==> config.mk <==
export PLATFORM = sky130hd
export DESIGN_NAME = mem_stage
export DESIGN_NICKNAME = d
export VERILOG_FILES = /design/src/rtl/mem_stage.sv
export SDC_FILE = /design/constraint.sdc
export NUM_CORES = 1
export LEC_CHECK = 0
export ABC_AREA = 0
export BUFFER_PORTS_ARGS = -buffer_cell sky130_fd_sc_hd__buf_4
export CELL_PAD_IN_SITES_DETAIL_PLACEMENT = 1
export CELL_PAD_IN_SITES_GLOBAL_PLACEMENT = 2
export CORE_MARGIN = 2
export CORE_UTILIZATION = 31
export CTS_CLUSTER_SIZE = 40
export DETAILED_ROUTE_END_ITERATION = 10
export HOLD_SLACK_MARGIN = 0.03
export PLACE_DENSITY_LB_ADDON = 0.1
export SLEW_MARGIN = 20
export SYNTH_ARGS = -nofsm -noshare
export SYNTH_HDL_FRONTEND = slang
export SYNTH_SLANG_ARGS = --single-unit
==> constraint.sdc <==
create_clock -name clk -period 4.3 [get_ports clk]
set_clock_uncertainty 0.2 [all_clocks]
set_input_delay 0.215 -clock clk [delete_from_list [all_inputs] [get_ports clk]]
set_output_delay 0.215 -clock clk [all_outputs]
set_load 0.02 [all_outputs]
==> src/rtl/mem_stage.sv <==
// mem_stage: memory-access stage between EXE/MEM and MEM/WB.
// Issues loads/stores on a req/ack bus with variable latency, stalls upstream
// while an access is outstanding, and aborts on a wait-timeout (sticky mem_err).
// Optional build macro MEM_ALIGN_CHECK_EN: misaligned accesses are rejected
// with a one-cycle misalign_err pulse instead of having their low bits cleared.
module mem_stage #(
    parameter int WORD_LEN       = 32,
    parameter int REG_ADDR_LEN   = 4,
    parameter int TIMEOUT_CYCLES = 255
) (
    input  logic                    clk,
    input  logic                    rst,
    input  logic                    wb_en_in,
    input  logic                    mem_r_en_in,
    input  logic                    mem_w_en_in,
    input  logic [WORD_LEN-1:0]     pc_in,
    input  logic [WORD_LEN-1:0]     alu_res_in,
    input  logic [WORD_LEN-1:0]     st_val_in,
    input  logic [REG_ADDR_LEN-1:0] dest_in,
    output logic                    mem_req,
    output logic                    mem_we,
    output logic [WORD_LEN-1:0]     mem_addr,
    output logic [WORD_LEN-1:0]     mem_wdata,
    input  logic                    mem_ack,
    input  logic [WORD_LEN-1:0]     mem_rdata,
    output logic                    stall,
    output logic                    valid_out,
    output logic                    wb_en_out,
    output logic                    mem_r_en_out,
    output logic [WORD_LEN-1:0]     pc_out,
    output logic [WORD_LEN-1:0]     alu_res_out,
    output logic [WORD_LEN-1:0]     mem_data_out,
    output logic [REG_ADDR_LEN-1:0] dest_out,
    output logic                    mem_err,
    output logic                    misalign_err
);

    localparam logic [0:0] S_IDLE = 1'b0;
    localparam logic [0:0] S_WAIT = 1'b1;
    // Counter value seen in the last permitted WAIT cycle.
    localparam logic [7:0] TO_LAST = 8'(TIMEOUT_CYCLES - 1);

    logic [0:0]              r_state;
    logic [7:0]              r_cnt;

    logic                    r_mem_req;
    logic                    r_mem_we;
    logic [WORD_LEN-1:0]     r_mem_addr;
    logic [WORD_LEN-1:0]     r_mem_wdata;

    logic                    r_valid;
    logic                    r_wb_en;
    logic                    r_mem_r_en;
    logic [WORD_LEN-1:0]     r_pc;
    logic [WORD_LEN-1:0]     r_alu;
    logic [WORD_LEN-1:0]     r_data;
    logic [REG_ADDR_LEN-1:0] r_dest;
    logic                    r_mem_err;
    logic                    r_misalign;

    // Instruction held while its access is in flight.
    logic                    r_l_wb_en;
    logic                    r_l_load;
    logic [WORD_LEN-1:0]     r_l_pc;
    logic [WORD_LEN-1:0]     r_l_alu;
    logic [REG_ADDR_LEN-1:0] r_l_dest;

    logic w_access;
    logic w_is_load;
    logic w_misalign;
    logic w_start;
    logic w_timeout;

    // Load + store together is a store.
    assign w_access  = mem_r_en_in | mem_w_en_in;
    assign w_is_load = mem_r_en_in & ~mem_w_en_in;

`ifdef MEM_ALIGN_CHECK_EN
    assign w_misalign = w_access & (alu_res_in[1:0] != 2'b00);
`else
    assign w_misalign = 1'b0;
`endif

    assign w_start   = (r_state == S_IDLE) & w_access & ~w_misalign;
    assign w_timeout = (r_state == S_WAIT) & ~mem_ack & (r_cnt == TO_LAST);

    // Stall is also released on the abort cycle so the aborted instruction
    // leaves EXE/MEM rather than being presented again and re-issued.
    assign stall = w_start | ((r_state == S_WAIT) & ~mem_ack & ~w_timeout);

    assign mem_req      = r_mem_req;
    assign mem_we       = r_mem_we;
    assign mem_addr     = r_mem_addr;
    assign mem_wdata    = r_mem_wdata;
    assign valid_out    = r_valid;
    assign wb_en_out    = r_wb_en;
    assign mem_r_en_out = r_mem_r_en;
    assign pc_out       = r_pc;
    assign alu_res_out  = r_alu;
    assign mem_data_out = r_data;
    assign dest_out     = r_dest;
    assign mem_err      = r_mem_err;
    assign misalign_err = r_misalign;

    // FSM, bus request and MEM/WB output bundle.
    always_ff @(posedge clk) begin
        if (rst) begin
            r_state     <= S_IDLE;
            r_cnt       <= '0;
            r_mem_req   <= 1'b0;
            r_mem_we    <= 1'b0;
            r_mem_addr  <= '0;
            r_mem_wdata <= '0;
            r_valid     <= 1'b0;
            r_wb_en     <= 1'b0;
            r_mem_r_en  <= 1'b0;
            r_pc        <= '0;
            r_alu       <= '0;
            r_data      <= '0;
            r_dest      <= '0;
            r_mem_err   <= 1'b0;
            r_misalign  <= 1'b0;
            r_l_wb_en   <= 1'b0;
            r_l_load    <= 1'b0;
            r_l_pc      <= '0;
            r_l_alu     <= '0;
            r_l_dest    <= '0;
        end else begin
            r_misalign <= 1'b0;
            case (r_state)
                S_IDLE: begin
                    if (w_start) begin
                        r_mem_req   <= 1'b1;
                        r_mem_we    <= mem_w_en_in;
                        r_mem_addr  <= {alu_res_in[WORD_LEN-1:2], 2'b00};
                        r_mem_wdata <= st_val_in;
                        r_l_wb_en   <= wb_en_in;
                        r_l_load    <= w_is_load;
                        r_l_pc      <= pc_in;
                        r_l_alu     <= alu_res_in;
                        r_l_dest    <= dest_in;
                        // Bubble to MEM/WB while the access is outstanding.
                        r_valid     <= 1'b0;
                        r_wb_en     <= 1'b0;
                        r_mem_r_en  <= 1'b0;
                        r_pc        <= '0;
                        r_alu       <= '0;
                        r_data      <= '0;
                        r_dest      <= '0;
                        r_cnt       <= '0;
                        r_state     <= S_WAIT;
                    end else begin
                        r_valid    <= 1'b1;
                        r_wb_en    <= wb_en_in & ~w_misalign;
                        r_mem_r_en <= w_is_load;
                        r_pc       <= pc_in;
                        r_alu      <= alu_res_in;
                        r_data     <= '0;
                        r_dest     <= dest_in;
                        r_misalign <= w_misalign;
                    end
                end
                S_WAIT: begin
                    if (mem_ack) begin
                        r_mem_req  <= 1'b0;
                        r_valid    <= 1'b1;
                        r_wb_en    <= r_l_wb_en;
                        r_mem_r_en <= r_l_load;
                        r_pc       <= r_l_pc;
                        r_alu      <= r_l_alu;
                        r_data     <= r_l_load ? mem_rdata : '0;
                        r_dest     <= r_l_dest;
                        r_cnt      <= '0;
                        r_state    <= S_IDLE;
                    end else if (w_timeout) begin
                        // Abort: complete the instruction without writeback.
                        r_mem_req  <= 1'b0;
                        r_mem_err  <= 1'b1;
                        r_valid    <= 1'b1;
                        r_wb_en    <= 1'b0;
                        r_mem_r_en <= r_l_load;
                        r_pc       <= r_l_pc;
                        r_alu      <= r_l_alu;
                        r_data     <= '0;
                        r_dest     <= r_l_dest;
                        r_cnt      <= '0;
                        r_state    <= S_IDLE;
                    end else begin
                        r_cnt <= r_cnt + 8'd1;
                    end
                end
                default: r_state <= S_IDLE;
            endcase
        end
    end

endmodule

== After elaboration in Yosys (flattened, before gate mapping) ==
Cells that the tools add are included.

* Logic and storage cells: 76
* Output and inout port bits: 172
* Input port bits: 138
* Register bits after elaboration: 247

* Multiplexer cells: 39
* Equal/unequal tests: 3
* Bitwise gates (word level): 11
* Add/sub/neg operators: 1
* Reductions and logical operators: 3

{| class="wikitable"
|+ Operator list
! kind !! number
|-
| 32-bit two-way mux || 9
|-
| 32-bit case mux with 2 select lines || 3
|-
| 8-bit two-way mux || 3
|-
| 8-bit case mux with 2 select lines || 1
|-
| 1-bit two-way mux || 14
|-
| 4-bit two-way mux || 3
|-
| 1-bit case mux with 2 select lines || 5
|-
| 8-bit by 1-bit adder with 8-bit output (second input constant) || 1
|-
| 8-bit == test (second input constant) || 1
|-
| 4-bit case mux with 2 select lines || 1
|-
| 1-bit bitwise AND || 5
|-
| 1-bit inverter || 4
|-
| 2-bit AND reduction || 2
|-
| 3-bit by 2-bit inequality test with 1-bit output (second input constant) || 1
|-
| 3-bit AND reduction || 1
|-
| 2-bit inequality test (second input constant) || 1
|-
| 1-bit OR || 2
|}

== Logic depth before layout (Yosys ltp) ==
* Word-level depth: 6
* Mapped depth: 7
* Depth with buffers taken out: 5

== Least setup slack after synthesis ==
Ideal clock, no wire load.

* Path type: register -> register
* Start point: reg r_cnt[0]
* End point: reg r_alu[17] (netlist: alu_res_out[17])
* Clock period less this slack: 1987 ps
* Stages on the path, launching flop included: 8
* Library setup time: 121 ps
* Path buffers: 2
* Required time: 3979 ps
* Data arrival time: 1666 ps
* Setup slack: 2313 ps
* Cells stage by stage: dfxtp_1 inv_1 ha_1 and3_1 a21boi_2 buf_6 buf_6 mux2_2

* Word-level cells in the longest chain between the ends: 3

{| class="wikitable"
|+ Ends and longest elaborated chain
! what !! line !! source
|-
| start: declaration || 44 || <nowiki>logic [7:0] r_cnt;</nowiki>
|-
| start signal: assignment || 189 || <nowiki>r_cnt <= r_cnt + 8'd1;</nowiki>
|-
| 8-bit == test || 85 || <nowiki>assign w_timeout = (r_state == S_WAIT) & ~mem_ack & (r_cnt == TO_LAST);</nowiki>
|-
| 1-bit bitwise AND || 85 ||
|-
| 3-bit by 2-bit inequality test with 1-bit output (no line) || -- ||
|-
| end signal: assignment || 157 || <nowiki>r_alu <= alu_res_in;</nowiki>
|-
| end signal: assignment || 170 || <nowiki>r_alu <= r_l_alu;</nowiki>
|-
| end signal: assignment || 183 || <nowiki>r_alu <= r_l_alu;</nowiki>
|-
| end: declaration || 55 || <nowiki>logic [WORD_LEN-1:0] r_alu;</nowiki>
|}

No other way between the ends.
A chain may end at the register's enable or synchronous reset.

== Worst setup path after layout ==
* Start point: reg r_cnt[3]
* End point: out stall

* Word-level cells in the longest chain between the ends: 5

{| class="wikitable"
|+ Ends and longest elaborated chain
! what !! line !! source
|-
| 8-bit == test || 85 ||
|-
| 1-bit bitwise AND || 85 ||
|-
| 1-bit inverter || 89 || <nowiki>assign stall = w_start | ((r_state == S_WAIT) & ~mem_ack & ~w_timeout);</nowiki>
|-
| 1-bit bitwise AND || 89 ||
|-
| 1-bit OR || 89 ||
|-
| end: declaration || 26 || <nowiki>output logic stall,</nowiki>
|}

No other way between the ends.

==> flow_summary.json <==
{
  "yosys_warnings": 0,
  "yosysTopAreaCell": "dfxtp_1",
  "finalSetupTns_ps": 0,
  "period_share": 0.647,
  "synthArstFlopShare": 0,
  "path_cells": "nand4_1 > o21ai_1 > nand2_1 > buf_4",
  "fp.dieW_um": 179,
  "grt_usage": 0.190,
  "core_area_um2": 30400,
  "post_cts_resized": 0,
  "std_cell_rows": 64,
  "post-cts-setup-buffers": 0,
  "synth.most_common_cell": "nand2_1",
  "wl_mm": 31.6,
  "dp_cells": 1671,
  "synthCells": 1089,
  "grt_max_degree": 130,
  "clock_latency_ps": 530,
  "drv_cap": 0,
  "synth_commonest_cells": "273 x nand2_1, 217 x dfxtp_1, 172 x a21oi_1",
  "powerDensity_nw_per_um2": 378,
  "ctsLongestPathBuffers": 3,
  "wl_per_cell_um": 17.0,
  "drt_pass1_iterations": 4,
  "wirelength_met1_mm": 13.6,
  "grt_pass1_vias": 9200,
  "placed_area_um2": 11800,
  "cts_buffers": 27,
  "gr-total-overflow": 0,
  "maxSlewViolCount": 0,
  "portBuffers": 306,
  "fillers": 3498,
  "cts-root-buf": "clkbuf_16",
  "finalWeightedCongestion": 0.713,
  "ys_seq_elements": 217,
  "multi_input_area_um2": 4490,
  "fin_hold_ws_ps": 158,
  "yosys_most_used_dff": "dfxtp_1",
  "synth.avg_cell_area_um2": 8.74,
  "totalPowerFinal_mw": 5.30,
  "cp_slowest_cell": "o21ai_1",
  "met2_length_mm": 15.2,
  "cp-start-kind": "flop",
  "areaGrowthSynthToFinish_pct": 47.2,
  "synth_top_area_share": 0.457,
  "vias": 8957,
  "irDropWorstVdd_v": 0.000264,
  "worst-endpoint-arrival_ps": 2370,
  "path_class": "flop to output port",
  "cp_slowest_stage_delay_ps": 870,
  "hp-class": "primary input to flop",
  "seq_area_um2": 4350,
  "drive_above_1_share": 0.293,
  "timing.fmax_mhz": 359,
  "top_layer": "met4",
  "post_drt_via_cell_ratio": 4.83,
  "hold_violations": 0,
  "cts.sinks": 217,
  "final_cells": 1856,
  "status": "finished clean",
  "crit_fanout": 12,
  "worstMarginPinSlew_ps": 1020,
  "start_util": 0.313,
  "fin_crit_ps": 2780,
  "synth.top_cells.by_area": "dfxtp_1 46%, nand2_1 11%, a21oi_1 9.0%",
  "syn-cell-area_um2": 9510,
  "fin_nets": 1578,
  "final_area_um2": 14000,
  "power.leakage_nw": 5.90,
  "detailroute.wirelength.met3_mm": 2.28,
  "detail_route.iter0.violations": 338,
  "antenna_found_initial": 1,
  "dieHeight_um": 179,
  "layout_setup_ws_ps": 1520,
  "grt_pass1_wl_mm": 49.1,
  "die_area_um2": 32100,
  "clk_pin_slew_ps": 60,
  "grt_setup_unrepaired": "false",
  "dp_slack_ps": 1690,
  "worstSetupEndpointType": "output port",
  "synth-edff-count": 0,
  "ctsHoldBuffers": 134,
  "setup_viol": 0,
  "cts-htree-levels": 1,
  "io_pins": 310,
  "cts_tree": "built",
  "synth_cell_types": 46,
  "required_ps": 3880,
  "slew_headroom": 0.317,
  "yosysSeqAreaShare": 0.457,
  "finish.utilization": 0.460,
  "hpwlAfterDp_mm": 18.8,
  "antenna_left": 0,
  "drc": 0
}
==> logic make-up (layout without fill, tap and decap cells) <==
kind of cell	count (synthesis)	count (layout)	synth area share
multiplexers	69	69	0.0815
AND/OR/NAND/NOR	434	434	0.239
flip-flops	217	217	0.457
adder cells (fa/ha/maj)	2	2	0.00263
buffers and inverters	134	502	0.0757
other	1	4	0.000394
AO/OA/AOI/OAI	230	230	0.142
XOR/XNOR	2	2	0.00184
==> sequential cells by signal, indices dropped and copies added, names as in the netlist <==
register / count
alu_res_out: 32
mem_data_out: 32
mem_wdata: 32
pc_out: 32
r_l_alu: 32
r_l_pc: 32
r_cnt: 8
dest_out: 4
r_l_dest: 4
mem_err: 1
mem_r_en_out: 1
mem_req: 1
mem_we: 1
r_l_load: 1
r_l_wb_en: 1
r_state: 1
valid_out: 1
wb_en_out: 1
==> final cells by class <==
cell class | count | area share
Multi-Input combinational cell | 740 | 0.320
Sequential cell | 217 | 0.310
Timing Repair Buffer | 448 | 0.268
Clock buffer | 42 | 0.0594
Tap cell | 396 | 0.0354
Clock inverter | 8 | 0.00491
Inverter | 4 | 0.00107
Antenna cell | 1 | 0.000179
==> routing by layer <==
layer  global-route usage  vias to the layer above
met5                    0                        -
met4               0.0400                        0
met3               0.0509                       39
met2                0.335                      216
met1                0.232                     4292
li1                     -                     4410
==> report_power, final <==
group | leakage, nW | switching [mW] | internal, mW | total [mW]
clock network | 0.453 | 0.887 | 1.38 | 2.27
logic | 3.67 | 0.455 | 0.393 | 0.848
registers | 1.78 | 0.0646 | 2.12 | 2.18
==> worst paths after layout <==
path	end	depth (start not counted)	from	slack (ps)
worst max-delay path	stall	4	r_cnt[3]	1520
worst min-delay path	r_l_pc[13]	2	rst	160
worst max register to register	r_cnt[7]	4	r_state	1680
worst min register to register	mem_wdata[8]	2	mem_wdata[8]	250
==> critical path: cells and delay by family (launching register included) <==
family	cells	cell delay, ps
buffers and inverters	1	210
AOI/OAI and AO/OA	1	870
DFF	1	400
and+or+nand+nor	2	350
==> cell usage in the layout (no fill, tap or decap), types with 3 or more instances in the layout <==
master / count
a22o_1: 32
clkinv_2: 6
or3_1: 5
dfxtp_1: 216
a211oi_1: 4
clkbuf_8: 11
mux2_1: 6
or4b_1: 68
nor2_1: 5
dlygate4sd3_1: 134
o21ai_0: 4
clkbuf_16: 27
buf_4: 309
inv_1: 4
nand2_1: 273
buf_12: 4
a221oi_1: 5
nor2b_1: 69
conb_1: 3
a21oi_1: 172
clkbuf_1: 5
mux2_2: 62
(Power assumes the default switching activity.)
